===== config.mk =====
export PLATFORM = sky130hd
export DESIGN_NAME = mu0_control
export DESIGN_NICKNAME = d
export VERILOG_FILES = /design/src/rtl/mu0_pkg.sv /design/src/rtl/mu0_decode.sv /design/src/rtl/mu0_control.sv
export SDC_FILE = /design/constraint.sdc
export NUM_CORES = 1
export LEC_CHECK = 0
export ABC_AREA = 1
export CORE_AREA = 4 4 41 43
export DETAILED_ROUTE_END_ITERATION = 6
export DIE_AREA = 0 0 45 47
export PLACE_DENSITY = 0.57
export SYNTH_ARGS = -nofsm -noshare
export SYNTH_HDL_FRONTEND = slang
export SYNTH_SLANG_ARGS = --single-unit

===== constraint.sdc =====
create_clock -name Clk -period 1.85 [get_ports Clk]
set_input_delay 0.37 -clock Clk [delete_from_list [all_inputs] [get_ports Clk]]
set_output_delay 0.37 -clock Clk [all_outputs]
set_load 0.005 [all_outputs]

===== src/rtl/mu0_pkg.sv =====
// mu0_pkg: shared definitions for the MU0 control unit.
//   - opcode constants (IR[15:12])
//   - ALU function codes driven on M
//   - control-unit state enum
//   - execute-phase control bundle produced by mu0_decode
package mu0_pkg;

  localparam logic [3:0] OP_LDA = 4'h0;
  localparam logic [3:0] OP_STA = 4'h1;
  localparam logic [3:0] OP_ADD = 4'h2;
  localparam logic [3:0] OP_SUB = 4'h3;
  localparam logic [3:0] OP_JMP = 4'h4;
  localparam logic [3:0] OP_JGE = 4'h5;
  localparam logic [3:0] OP_JNE = 4'h6;
  localparam logic [3:0] OP_STP = 4'h7;

  localparam logic [1:0] ALU_Y   = 2'b00;
  localparam logic [1:0] ALU_ADD = 2'b01;
  localparam logic [1:0] ALU_INC = 2'b10;
  localparam logic [1:0] ALU_SUB = 2'b11;

  typedef enum logic [1:0] {
    S_FETCH = 2'd0,
    S_EXEC  = 2'd1,
    S_HALT  = 2'd2
  } state_t;

  // acc_en here means "load the accumulator once memory is ready";
  // the caller qualifies it with Mem_Ready.
  typedef struct packed {
    logic       addr_sel;
    logic       x_sel;
    logic       y_sel;
    logic [1:0] m;
    logic       pc_en;
    logic       acc_en;
    logic       rd;
    logic       wr;
    logic       mem_op;
    logic       stop;
  } exec_ctrl_t;

endpackage


===== src/rtl/mu0_decode.sv =====
// mu0_decode: combinational map from opcode and accumulator flags to the
// execute-phase controls. Also usable stand-alone by trace/disassembly logic.
// Ports:
//   F    in  [3:0] opcode
//   N    in        accumulator negative flag
//   Z    in        accumulator zero flag
//   ctrl out       execute-phase control bundle (exec_ctrl_t)
module mu0_decode
  import mu0_pkg::*;
(
  input  logic [3:0] F,
  input  logic       N,
  input  logic       Z,
  output exec_ctrl_t ctrl
);

  always_comb begin
    ctrl = '0;
    case (F)
      OP_LDA: begin
        ctrl.addr_sel = 1'b1;
        ctrl.rd       = 1'b1;
        ctrl.m        = ALU_Y;
        ctrl.acc_en   = 1'b1;
        ctrl.mem_op   = 1'b1;
      end
      OP_STA: begin
        ctrl.addr_sel = 1'b1;
        ctrl.wr       = 1'b1;
        ctrl.mem_op   = 1'b1;
      end
      OP_ADD: begin
        ctrl.addr_sel = 1'b1;
        ctrl.rd       = 1'b1;
        ctrl.m        = ALU_ADD;
        ctrl.acc_en   = 1'b1;
        ctrl.mem_op   = 1'b1;
      end
      OP_SUB: begin
        ctrl.addr_sel = 1'b1;
        ctrl.rd       = 1'b1;
        ctrl.m        = ALU_SUB;
        ctrl.acc_en   = 1'b1;
        ctrl.mem_op   = 1'b1;
      end
      OP_JMP: begin
        ctrl.y_sel = 1'b1;
        ctrl.m     = ALU_Y;
        ctrl.pc_en = 1'b1;
      end
      OP_JGE: begin
        ctrl.y_sel = 1'b1;
        ctrl.m     = ALU_Y;
        ctrl.pc_en = ~N;
      end
      OP_JNE: begin
        ctrl.y_sel = 1'b1;
        ctrl.m     = ALU_Y;
        ctrl.pc_en = ~Z;
      end
      OP_STP: begin
        ctrl.stop = 1'b1;
      end
      default: begin
        // 8..F: no-op, everything stays at its default of zero
      end
    endcase
  end

endmodule


===== src/rtl/mu0_control.sv =====
// mu0_control: MU0 control unit. Sequences fetch/execute, stretches memory
// cycles while Mem_Ready is low and parks in HALT after STP.
// Ports:
//   Clk, Reset            clock; async active-high reset to FETCH
//   F[3:0], N, Z          opcode and accumulator flags from the datapath
//   Mem_Ready             memory completes the current access this cycle
//   Addr_sel, X_sel, Y_sel, M[1:0]   datapath mux selects / ALU function
//   PC_En, IR_En, Acc_En  register load enables
//   Rd, Wr                memory strobes
//   Fetch, Halted         state indicators
//
// state   | meaning
// S_FETCH | read instruction at PC, PC <= PC+1 and IR load when memory ready
// S_EXEC  | carry out the opcode in IR; memory opcodes wait for Mem_Ready
// S_HALT  | stopped after STP; only Reset leaves
module mu0_control
  import mu0_pkg::*;
(
  input  logic       Clk,
  input  logic       Reset,
  input  logic [3:0] F,
  input  logic       N,
  input  logic       Z,
  input  logic       Mem_Ready,
  output logic       Addr_sel,
  output logic       X_sel,
  output logic       Y_sel,
  output logic [1:0] M,
  output logic       PC_En,
  output logic       IR_En,
  output logic       Acc_En,
  output logic       Rd,
  output logic       Wr,
  output logic       Fetch,
  output logic       Halted
);

  state_t     state_q;
  state_t     state_d;
  exec_ctrl_t ex;

  mu0_decode u_decode (
    .F    (F),
    .N    (N),
    .Z    (Z),
    .ctrl (ex)
  );

  always_ff @(posedge Clk or posedge Reset) begin
    if (Reset) state_q <= S_FETCH;
    else       state_q <= state_d;
  end

  always_comb begin
    state_d  = state_q;
    Addr_sel = 1'b0;
    X_sel    = 1'b0;
    Y_sel    = 1'b0;
    M        = ALU_Y;
    PC_En    = 1'b0;
    IR_En    = 1'b0;
    Acc_En   = 1'b0;
    Rd       = 1'b0;
    Wr       = 1'b0;
    Fetch    = 1'b0;
    Halted   = 1'b0;

    case (state_q)
      S_FETCH: begin
        Fetch = 1'b1;
        Rd    = 1'b1;
        X_sel = 1'b1;
        M     = ALU_INC;
        IR_En = Mem_Ready;
        PC_En = Mem_Ready;
        if (Mem_Ready) state_d = S_EXEC;
      end
      S_EXEC: begin
        Addr_sel = ex.addr_sel;
        X_sel    = ex.x_sel;
        Y_sel    = ex.y_sel;
        M        = ex.m;
        PC_En    = ex.pc_en;
        Acc_En   = ex.acc_en & Mem_Ready;
        Rd       = ex.rd;
        Wr       = ex.wr;
        if (ex.stop)                     state_d = S_HALT;
        else if (!ex.mem_op || Mem_Ready) state_d = S_FETCH;
      end
      S_HALT: begin
        Halted = 1'b1;
      end
      default: begin
        state_d = S_FETCH;
      end
    endcase

    // Strobes and enables drop the moment Reset rises, not at the next edge.
    if (Reset) begin
      PC_En  = 1'b0;
      IR_En  = 1'b0;
      Acc_En = 1'b0;
      Rd     = 1'b0;
      Wr     = 1'b0;
    end
  end

endmodule


After elaboration in Yosys (flattened, before gate mapping) --
Cells that the tools add are included.
Storage, ports and cells: latch bits 0, bits of input ports 9, word-level logic and storage cells 50, memory bits (read-only) 0, memory bits (writable) 0, register bits 2, memories 0, output and inout port bits 12
Cells by class: equality and inequality tests 11, add/sub/neg operators 0, mux-type cells 26, bitwise operators 4, divide/modulo/power cells 0, order comparisons 0, shift-type cells 0, multiply operators 0, reduce and logical (&&, ||, !) cells 8
Operators with widths (number):
- 4-bit by 3-bit equality test with 1-bit output, second input constant | 4
- 1-bit 2-to-1 mux | 16
- 4-bit by 2-bit equality test with 1-bit output, second input constant | 2
- 2-bit 2-to-1 mux | 4
- 2-bit case mux with 2 select lines | 2
- 2-bit case mux with 3 select lines | 1
- 3-bit OR reduction | 2
- 4-bit by 1-bit equality test with 1-bit output, second input constant | 1
- 4-bit logical NOT | 1
- 1-bit case mux with 2 select lines | 2
- 4-bit OR reduction | 1
- 3-bit inequality test, second input constant | 1
- 1-bit NOT | 3
- 1-bit case mux with 3 select lines | 1
- 3-bit AND reduction | 1
- 2-bit by 1-bit equality test with 1-bit output, second input constant | 1
- 2-bit equality test, second input constant | 1
- 2-bit logical NOT | 1
- 2-bit inequality test, second input constant | 1
- 1-bit AND | 1
- 1-bit logical NOT | 1
- 1-bit logical OR | 1

Longest topological paths before layout --
Gate-level depths: netlist of run 1.
depth after elaboration 8, depth in mapped cells 5, mapped depth without buffers 5

By module --
From an unflattened synthesis of run 1, not the netlist that was laid out.
Unflattened totals: cell total of the unflattened synthesis 59, area, all modules 294.0 um2
Modules (own cells, without submodules):
- mu0_control | area an instance 193.9 um2, sequential area each 50.0 um2, instances 1, cells each 37
- mu0_decode | area an instance 100.1 um2, sequential area each 0.0 um2, instances 1, cells each 22

Least setup slack after synthesis of run 1 --
No wires, ideal clock.
path type flip-flop to output port, start point reg state_q[0], end point out PC_En, path buffers 0, data required time 1.480 ns, cell stages (with the launch flop) 4, slack 0.600 ns, arrival time 0.880 ns, cells stage by stage dfrtp_1 -> nor2_1 -> nand2_1 -> a21oi_2
On the way: longest elaborated chain between the ends 3, elaborated cells between the ends (all ways) 4, classes of those cells eq/ne: 1; mux: 2; reduce/logical: 1
RTL lines:
- start: declaration | RTL line mu0_control.sv:38 | state_t state_q;
- start signal: assignment | RTL line mu0_control.sv:51 | else state_q <= state_d;
- 2-bit by 1-bit equality test with 1-bit output or 2-bit logical NOT (tied branches) | RTL line mu0_control.sv:68 | case (state_q)
- 1-bit case mux with 2 select lines * | RTL line mu0_control.sv:68
- 1-bit 2-to-1 mux * | RTL line mu0_control.sv:99 | if (Reset) begin
- end: declaration | RTL line mu0_control.sv:29 | output logic PC_En,
Mark *: on every way between the ends. The rest lies on a longest branch, timed or not.

Final worst setup path of run 1 --
start point reg state_q[0], end point out Fetch
On the way: longest elaborated chain between the ends 2
RTL lines:
- 2-bit logical NOT | RTL line mu0_control.sv:68
- 1-bit 2-to-1 mux | RTL line mu0_control.sv:68
- end: declaration | RTL line mu0_control.sv:34 | output logic Fetch,
No other way between the ends.

==> impl_metrics.sql, run 1 <==
INSERT INTO impl_metrics (metric_group, metric, value, unit) VALUES
('detailed_routing', 'drt-initial-drc-count', '4', ''),
('timing', 'max_slew.worst_pin.slew', '167', 'ps'),
('logic_synthesis', 'synth_compound_gate_area_share', '0.138', ''),
('placement', 'placed_cells', '84', ''),
('detailed_routing', 'postRouteWirelength', '864', 'µm'),
('timing', 'hold_slack_final', '300', 'ps'),
('detailed_routing', 'route.top_layer_used', 'met3', ''),
('cells_and_area', 'top_register', 'state_q', ''),
('worst_setup_path', 'endpoint', 'Fetch', ''),
('logic_synthesis', 'ys_types', '14', ''),
('timing', 'finalCriticalPeriod', '1760', 'ps'),
('global_routing', 'pin_count_of_the_biggest_net_entering_global_routing', '5', ''),
('clock_network', 'path_clk_slew', '30', 'ps'),
('cells_and_area', 'final_common_cell', 'sky130_fd_sc_hd__buf_4', ''),
('clock_network', 'cts_made_buffers', '3', ''),
('global_routing', 'global_route_wire_length_before_repair', '1500', 'µm'),
('logic_synthesis', 'synth.mux.area_fraction', '0', ''),
('detailed_routing', 'detailroute.via_count', '376', ''),
('cells_and_area', 'final_cell_mix', 'sky130_fd_sc_hd__buf_4, sky130_fd_sc_hd__inv_1, sky130_fd_sc_hd__nand2_1', ''),
('placement', 'detailed_place.area', '514', 'µm²'),
('detailed_routing', 'drt_first_pass_iters', '4', ''),
('worst_setup_path', 'cp_max_fo', '4', ''),
('worst_setup_path', 'worst_setup_path_end_kind', 'primary output', ''),
('logic_synthesis', 'adder_cell_fraction_of_synth_area', '0', ''),
('floorplan', 'ioPinCount', '21', ''),
('detailed_routing', 'drt-wirelength-per-cell', '9.49', 'µm'),
('detailed_routing', 'detailroute.wirelength.met3', '91', 'µm'),
('timing', 'hold_violations', '0', ''),
('cells_and_area', 'post_route_cells_drive_above_1_share', '0.447', ''),
('worst_setup_path', 'setup.worst_path.class', 'reg2out', ''),
('min_path', 'worst_min_delay_path_category', 'in2async', ''),
('cells_and_area', 'top_regs', 'state_q x2', ''),
('placement', 'dpl.hpwl', '661', 'µm'),
('logic_synthesis', 'postSynthAreaPerCell', '5.74', 'µm²'),
('logic_synthesis', 'post_synth_xor_area_fraction', '0', ''),
('floorplan', 'core.rowCount', '13', ''),
('clock_network', 'cts-root-buf', 'sky130_fd_sc_hd__clkbuf_4', ''),
('floorplan', 'die_area', '2120', 'µm²'),
('logic_synthesis', 'synth.ff_latch_count', '2', ''),
('timing', 'final.setup_skew', '0.147', 'ps'),
('timing', 'slew_viol_final', '0', ''),
('logic_synthesis', 'total_standard_cell_area_after_synthesis', '235', 'µm²'),
('clock_network', 'tritoncts_num_sinks', '2', ''),
('clock_network', 'cts_buffer_depth', '2', ''),
('logic_synthesis', 'ys_seq_area_frac', '0.213', ''),
('detailed_routing', 'drc', '0', ''),
('timing', 'timing.fmax', '569', 'MHz'),
('timing', 'final_number_of_setup_violating_endpoints', '0', ''),
('floorplan', 'core_region_area', '1300', 'µm²'),
('worst_setup_path', 'regToRegSetupSlack', '690', 'ps'),
('cells_and_area', 'layout.nets', '87', ''),
('floorplan', 'die_width', '45', 'µm'),
('power', 'cell_pwr_density', '308', 'nW/µm²'),
('detailed_routing', 'drtAntennaViolNets', '0', ''),
('timing', 'rsz0062_at_grt', 'false', ''),
('placement', 'buffers_added_on_ports', '20', ''),
('logic_synthesis', 'syn-instance-count', '41', ''),
('cells_and_area', 'largest_reg_flops', '2', ''),
('cells_and_area', 'n_antenna_cell', '0', ''),
('global_routing', 'grt_remaining_overflow', '0', ''),
('logic_synthesis', 'synth_simple_gate_area_frac', '0.457', ''),
('placement', 'post-place-ws', '-359', 'ps'),
('clock_network', 'cts.htree.levels', '1', ''),
('cells_and_area', 'design_area', '592', 'µm²'),
('worst_setup_path', 'startpoint', 'state_q[0]$_DFFE_PP0P_', ''),
('cells_and_area', 'finalCoreUtilization', '0.455', ''),
('status', 'outcome', 'finished clean', ''),
('timing', 'maxSlewHeadroom', '0.888', ''),
('global_routing', 'track_usage', '0.0972', ''),
('timing', 'fin_crit_sh', '0.950', ''),
('cells_and_area', 'layout.cells.non_filler', '91', '');
## worst min-delay path by stage
stage / start / depth (start not counted) / endpoint
after floorplan: Reset / 1 / state_q[0]$_DFFE_PP0P_
after global placement: state_q[0]$_DFFE_PP0P_ / 1 / state_q[1]$_DFFE_PP0P_
after detailed placement: state_q[0]$_DFFE_PP0P_ / 1 / state_q[1]$_DFFE_PP0P_
after CTS: Reset / 3 / state_q[1]$_DFFE_PP0P_
after global routing: Reset / 3 / state_q[0]$_DFFE_PP0P_
final: Reset / 3 / state_q[0]$_DFFE_PP0P_
## cell type report
cell class | instances | area, µm² | area share
inverter | 10 | 37.5 | 0.0634
timing repair buffer | 33 | 285 | 0.482
sequential | 2 | 52.6 | 0.0888
tap | 15 | 18.8 | 0.0317
clock buffer | 3 | 22.5 | 0.0381
multi-input combinational | 28 | 175 | 0.296
## critical path: stages (launching register included)
cell                              delay, ps
sky130_fd_sc_hd__dfrtp_2                440
sky130_fd_sc_hd__nor2_4                 130
sky130_fd_sc_hd__buf_4                  110
sky130_fd_sc_hd__clkdlybuf4s50_1        480
## per-layer routing
layer	vias to the layer above	GRT usage
met5	-	0
met4	0	0.0351
met3	0	0.0383
met2	20	0.147
met1	161	0.125
li1	195	-
## metrics by stage
stage / total power (W) / setup TNS (ps)
final: 0.000182 / 0
after global routing: 0.000203 / 0
after CTS: 0.000188 / -42.9
after detailed placement: 0.0000875 / -2440
after global placement: 0.0000872 / -2380
after floorplan: 0.0000562 / 0
## cells by family (layout without fill, tap and decap cells)
kind of cell | after synthesis | after routing
flip-flops | 2 | 2
buffers and inverters | 11 | 46
AND/OR/NAND/NOR | 23 | 23
AO/OA/AOI/OAI | 5 | 5
## power by group
group / switching [W] / internal (W)
Combinational: 0.0000199 / 0.0000244
Sequential: 0 / 0.0000441
Clock: 0.0000226 / 0.0000714
Total: 0.0000426 / 0.000140
## Yosys cell counts
cell type | number | area share
sky130_fd_sc_hd__a21oi_1 | 1 | 0.021
sky130_fd_sc_hd__a211oi_1 | 1 | 0.032
sky130_fd_sc_hd__inv_1 | 10 | 0.16
sky130_fd_sc_hd__nor2_1 | 6 | 0.096
sky130_fd_sc_hd__a21oi_2 | 1 | 0.037
sky130_fd_sc_hd__buf_4 | 1 | 0.032
sky130_fd_sc_hd__nor3_1 | 2 | 0.043
sky130_fd_sc_hd__nand2_2 | 2 | 0.053
sky130_fd_sc_hd__dfrtp_1 | 2 | 0.21
sky130_fd_sc_hd__o22ai_1 | 1 | 0.027
sky130_fd_sc_hd__o21ai_1 | 1 | 0.021
sky130_fd_sc_hd__nor2_4 | 1 | 0.048
sky130_fd_sc_hd__nand2_1 | 11 | 0.18
sky130_fd_sc_hd__nand3_2 | 1 | 0.043
## what timing repair did
item | CTS | global route
endpoints found under the hold margin | 0 | 0
hold buffers | 0 | 0
gates resized for setup | 32 | 6
setup endpoints to repair | 9 | 8
setup buffers | 3 | 1
pin swaps | 2 | 2
(Power assumes the default switching activity.)
==> run 2: changes to the inputs <==
Settings changed: ABC_CLOCK_PERIOD_IN_PS set to 1850, GPL_TIMING_DRIVEN set to 0.
==> run 2 against run 1 <==
Net effect:
- clock skew is 4.4 ps higher
- sequential cell count did not move
- register-to-register slack gained 190 ps
- critical path type is now in2out
==> impl_metrics.sql, run 2 (synthesis gave the netlist of run 1 again) <==
INSERT INTO impl_metrics (metric_group, metric, value, unit) VALUES
('worst_setup_path', 'worst_setup_path_end_kind', 'primary output', ''),
('floorplan', 'die_width', '45', 'µm'),
('worst_setup_path', 'arrival', '1410', 'ps'),
('clock_network', 'cts_buffer_depth', '2', ''),
('timing', 'final.setup_skew', '4.55', 'ps'),
('timing', 'finalCriticalPeriod', '1780', 'ps'),
('global_routing', 'global_route_wire_length_before_repair', '1190', 'µm'),
('power', 'max-vdd-ir-drop', '0.000144', 'V'),
('cells_and_area', 'largest_reg_flops', '2', ''),
('placement', 'buffers_added_on_ports', '20', ''),
('clock_network', 'cts-hold-fix-buffers', '0', ''),
('global_routing', 'pin_count_of_the_biggest_net_entering_global_routing', '7', ''),
('floorplan', 'core.rowCount', '13', ''),
('floorplan', 'core_region_area', '1300', 'µm²'),
('timing', 'maxSlewHeadroom', '0.837', ''),
('flow_run', 'cap_violations', '0', ''),
('floorplan', 'die_area', '2120', 'µm²'),
('power', 'p_leak', '0.296', 'nW'),
('clock_network', 'tritoncts_num_sinks', '2', ''),
('timing', 'timing.fmax', '562', 'MHz'),
('detailed_routing', 'drt_first_pass_iters', '4', ''),
('global_routing', 'track_usage', '0.0758', ''),
('cells_and_area', 'top_register', 'state_q', ''),
('placement', 'gpl.final_weighted_congestion', '0.689', ''),
('timing', 'rsz0062_at_grt', 'false', ''),
('cells_and_area', 'top_regs', 'state_q x2', ''),
('placement', 'post-place-ws', '-389', 'ps'),
('detailed_routing', 'avgViaCountPerCell', '3.96', ''),
('worst_setup_path', 'timing.reg2reg.worst_path_depth', '5', ''),
('timing', 'final_number_of_setup_violating_endpoints', '0', ''),
('detailed_routing', 'drt-wirelength-per-cell', '8.74', 'µm'),
('floorplan', 'die_height', '47', 'µm'),
('timing', 'fin_crit_sh', '0.961', ''),
('worst_setup_path', 'startpoint', 'F[1]', ''),
('worst_setup_path', 'worst-path-stages', '7', ''),
('detailed_routing', 'drtAntennaViolNets', '0', ''),
('floorplan', 'floorplan.initialDensity', '0.181', ''),
('cells_and_area', 'syn_to_final_growth', '125', '%'),
('timing', 'setup_slack', '71.5', 'ps'),
('detailed_routing', 'met2WireLength', '290', 'µm'),
('worst_setup_path', 'setup.worst_path.class', 'in2out', ''),
('cells_and_area', 'n_antenna_cell', '0', ''),
('worst_setup_path', 'critical_path.reg2reg.startpoint', 'state_q[1]$_DFFE_PP0P_', ''),
('min_path', 'worst_min_delay_path_category', 'in2async', ''),
('timing', 'slew_viol_final', '0', ''),
('detailed_routing', 'route.layer.met1.wl', '356', 'µm'),
('detailed_routing', 'postRouteWirelength', '743', 'µm'),
('cells_and_area', 'post_route_cells_drive_above_1_share', '0.471', ''),
('timing', 'hold_violations', '0', ''),
('floorplan', 'ioPinCount', '21', ''),
('global_routing', 'grt_remaining_overflow', '0', ''),
('worst_setup_path', 'worst_path_max_delay_cell', 'sky130_fd_sc_hd__clkdlybuf4s50_1', ''),
('worst_setup_path', 'critical_path_buf_inv_count', '3', ''),
('status', 'outcome', 'finished clean', ''),
('cells_and_area', 'final_cell_mix', 'sky130_fd_sc_hd__dlygate4sd2_1, sky130_fd_sc_hd__nand2_1, sky130_fd_sc_hd__buf_4', ''),
('clock_network', 'cts_made_buffers', '3', ''),
('power', 'cell_pwr_density', '329', 'nW/µm²'),
('detailed_routing', 'drt-initial-drc-count', '5', ''),
('clock_network', 'tritoncts', 'built', ''),
('detailed_routing', 'detailroute.via_count', '337', ''),
('detailed_routing', 'drc', '0', ''),
('global_routing', 'first_global_vias', '309', ''),
('placement', 'dpl.hpwl', '558', 'µm'),
('worst_setup_path', 'cp_max_fo', '3', ''),
('global_routing', 'number_of_antenna_violations_at_the_first_check_in_global_routing', '0', ''),
('power', 'power', '0.000174', 'W'),
('cells_and_area', 'layout.nets', '81', ''),
('worst_setup_path', 'path_cells', 'clkdlybuf4s50_1 -> inv_2 -> nand2_1 -> nand2_1 -> nand3_2 -> a21oi_2 -> clkdlybuf4s15_1', ''),
('clock_network', 'cts.htree.levels', '1', ''),
('cells_and_area', 'final_common_cell', 'sky130_fd_sc_hd__dlygate4sd2_1', ''),
('clock_network', 'path_clk_slew', '30', 'ps'),
('worst_setup_path', 'start_kind', 'primary input', ''),
('clock_network', 'clk_latency', '220', 'ps'),
('clock_network', 'cts-root-buf', 'sky130_fd_sc_hd__clkbuf_4', ''),
('timing', 'max_slew.worst_pin.slew', '245', 'ps'),
('detailed_routing', 'detailroute.wirelength.met3', '95', 'µm'),
('detailed_routing', 'route.top_layer_used', 'met3', ''),
('worst_setup_path', 'critPathMaxStageDelay', '450', 'ps'),
('worst_setup_path', 'cp_top_family', 'buffers and inverters', ''),
('worst_setup_path', 'worst-endpoint-required', '1480', 'ps'),
('worst_setup_path', 'critical-path-top-cell-by-count', 'sky130_fd_sc_hd__nand2_1', '');
## run 2: cell type report
cell class                      count  area, µm²
Buffer                              1       7.51
Clock buffer                        3       22.5
Fill cell                         152        772
Inverter                           10       37.5
Multi-Input combinational cell     28        175
Sequential cell                     2       51.3
Tap cell                           15       18.8
Timing Repair Buffer               26        216
## run 2: path summary, 6_finish.rpt
path                                           to  slack [ps]
min in group Clk           state_q[0]$_DFFE_PP0P_         520
setup reg to reg           state_q[1]$_DFFE_PP0P_         880
max in group asynchronous  state_q[0]$_DFFE_PP0P_        1500
setup / recovery                            PC_En          70
hold reg to reg            state_q[1]$_DFFE_PP0P_         610
hold / removal             state_q[1]$_DFFE_PP0P_         230
## run 2: timing repair
| item | 4_1_cts | 5_1_grt |
|---|---|---|
| gates cloned | 0 | 0 |
| setup endpoints to repair | 10 | 5 |
| buffers inserted | 5 | 1 |
| pin swaps | 3 | 0 |
| resized for setup | 35 | 8 |
## run 2: through the flow
stage | util | std cells | instance area [µm²] | hold WS, ps | setup TNS [ps]
after floorplan | - | 41 | 235 | 119 | 0
after global routing | 0.407 | 85 | 529 | 243 | 0
final | 0.407 | 85 | 529 | 231 | 0
after detailed placement | 0.349 | 76 | 454 | 592 | -2360
after CTS | 0.396 | 84 | 515 | 219 | 0
after global placement | 0.349 | 76 | 454 | 598 | -2470
## run 2: metal layers
metal,vias to the layer above,track usage
met3,0,0.0345
met5,-,0
met1,135,0.107
li1,182,-
met2,20,0.105
met4,0,0.0175
## run 2: power by group
part	internal [W]	total, W	switching, W
clock	0.0000715	0.0000952	0.0000237
combinational	0.0000172	0.0000351	0.0000180
sequential	0.0000441	0.0000441	0
## run 2: worst reg2reg max path: cells and delay by family, from the launching register on
family	cells	cell delay, ps
DFF	1	420
and+or+nand+nor	2	190
AOI/OAI and AO/OA	1	120
buffers and inverters	2	170
==> run 3: changes to the inputs <==
Settings changed: SLEW_MARGIN set to 20.
==> results of run 3 <==
Same layout as run 2: the final DEF is identical, and so are final timing and power.
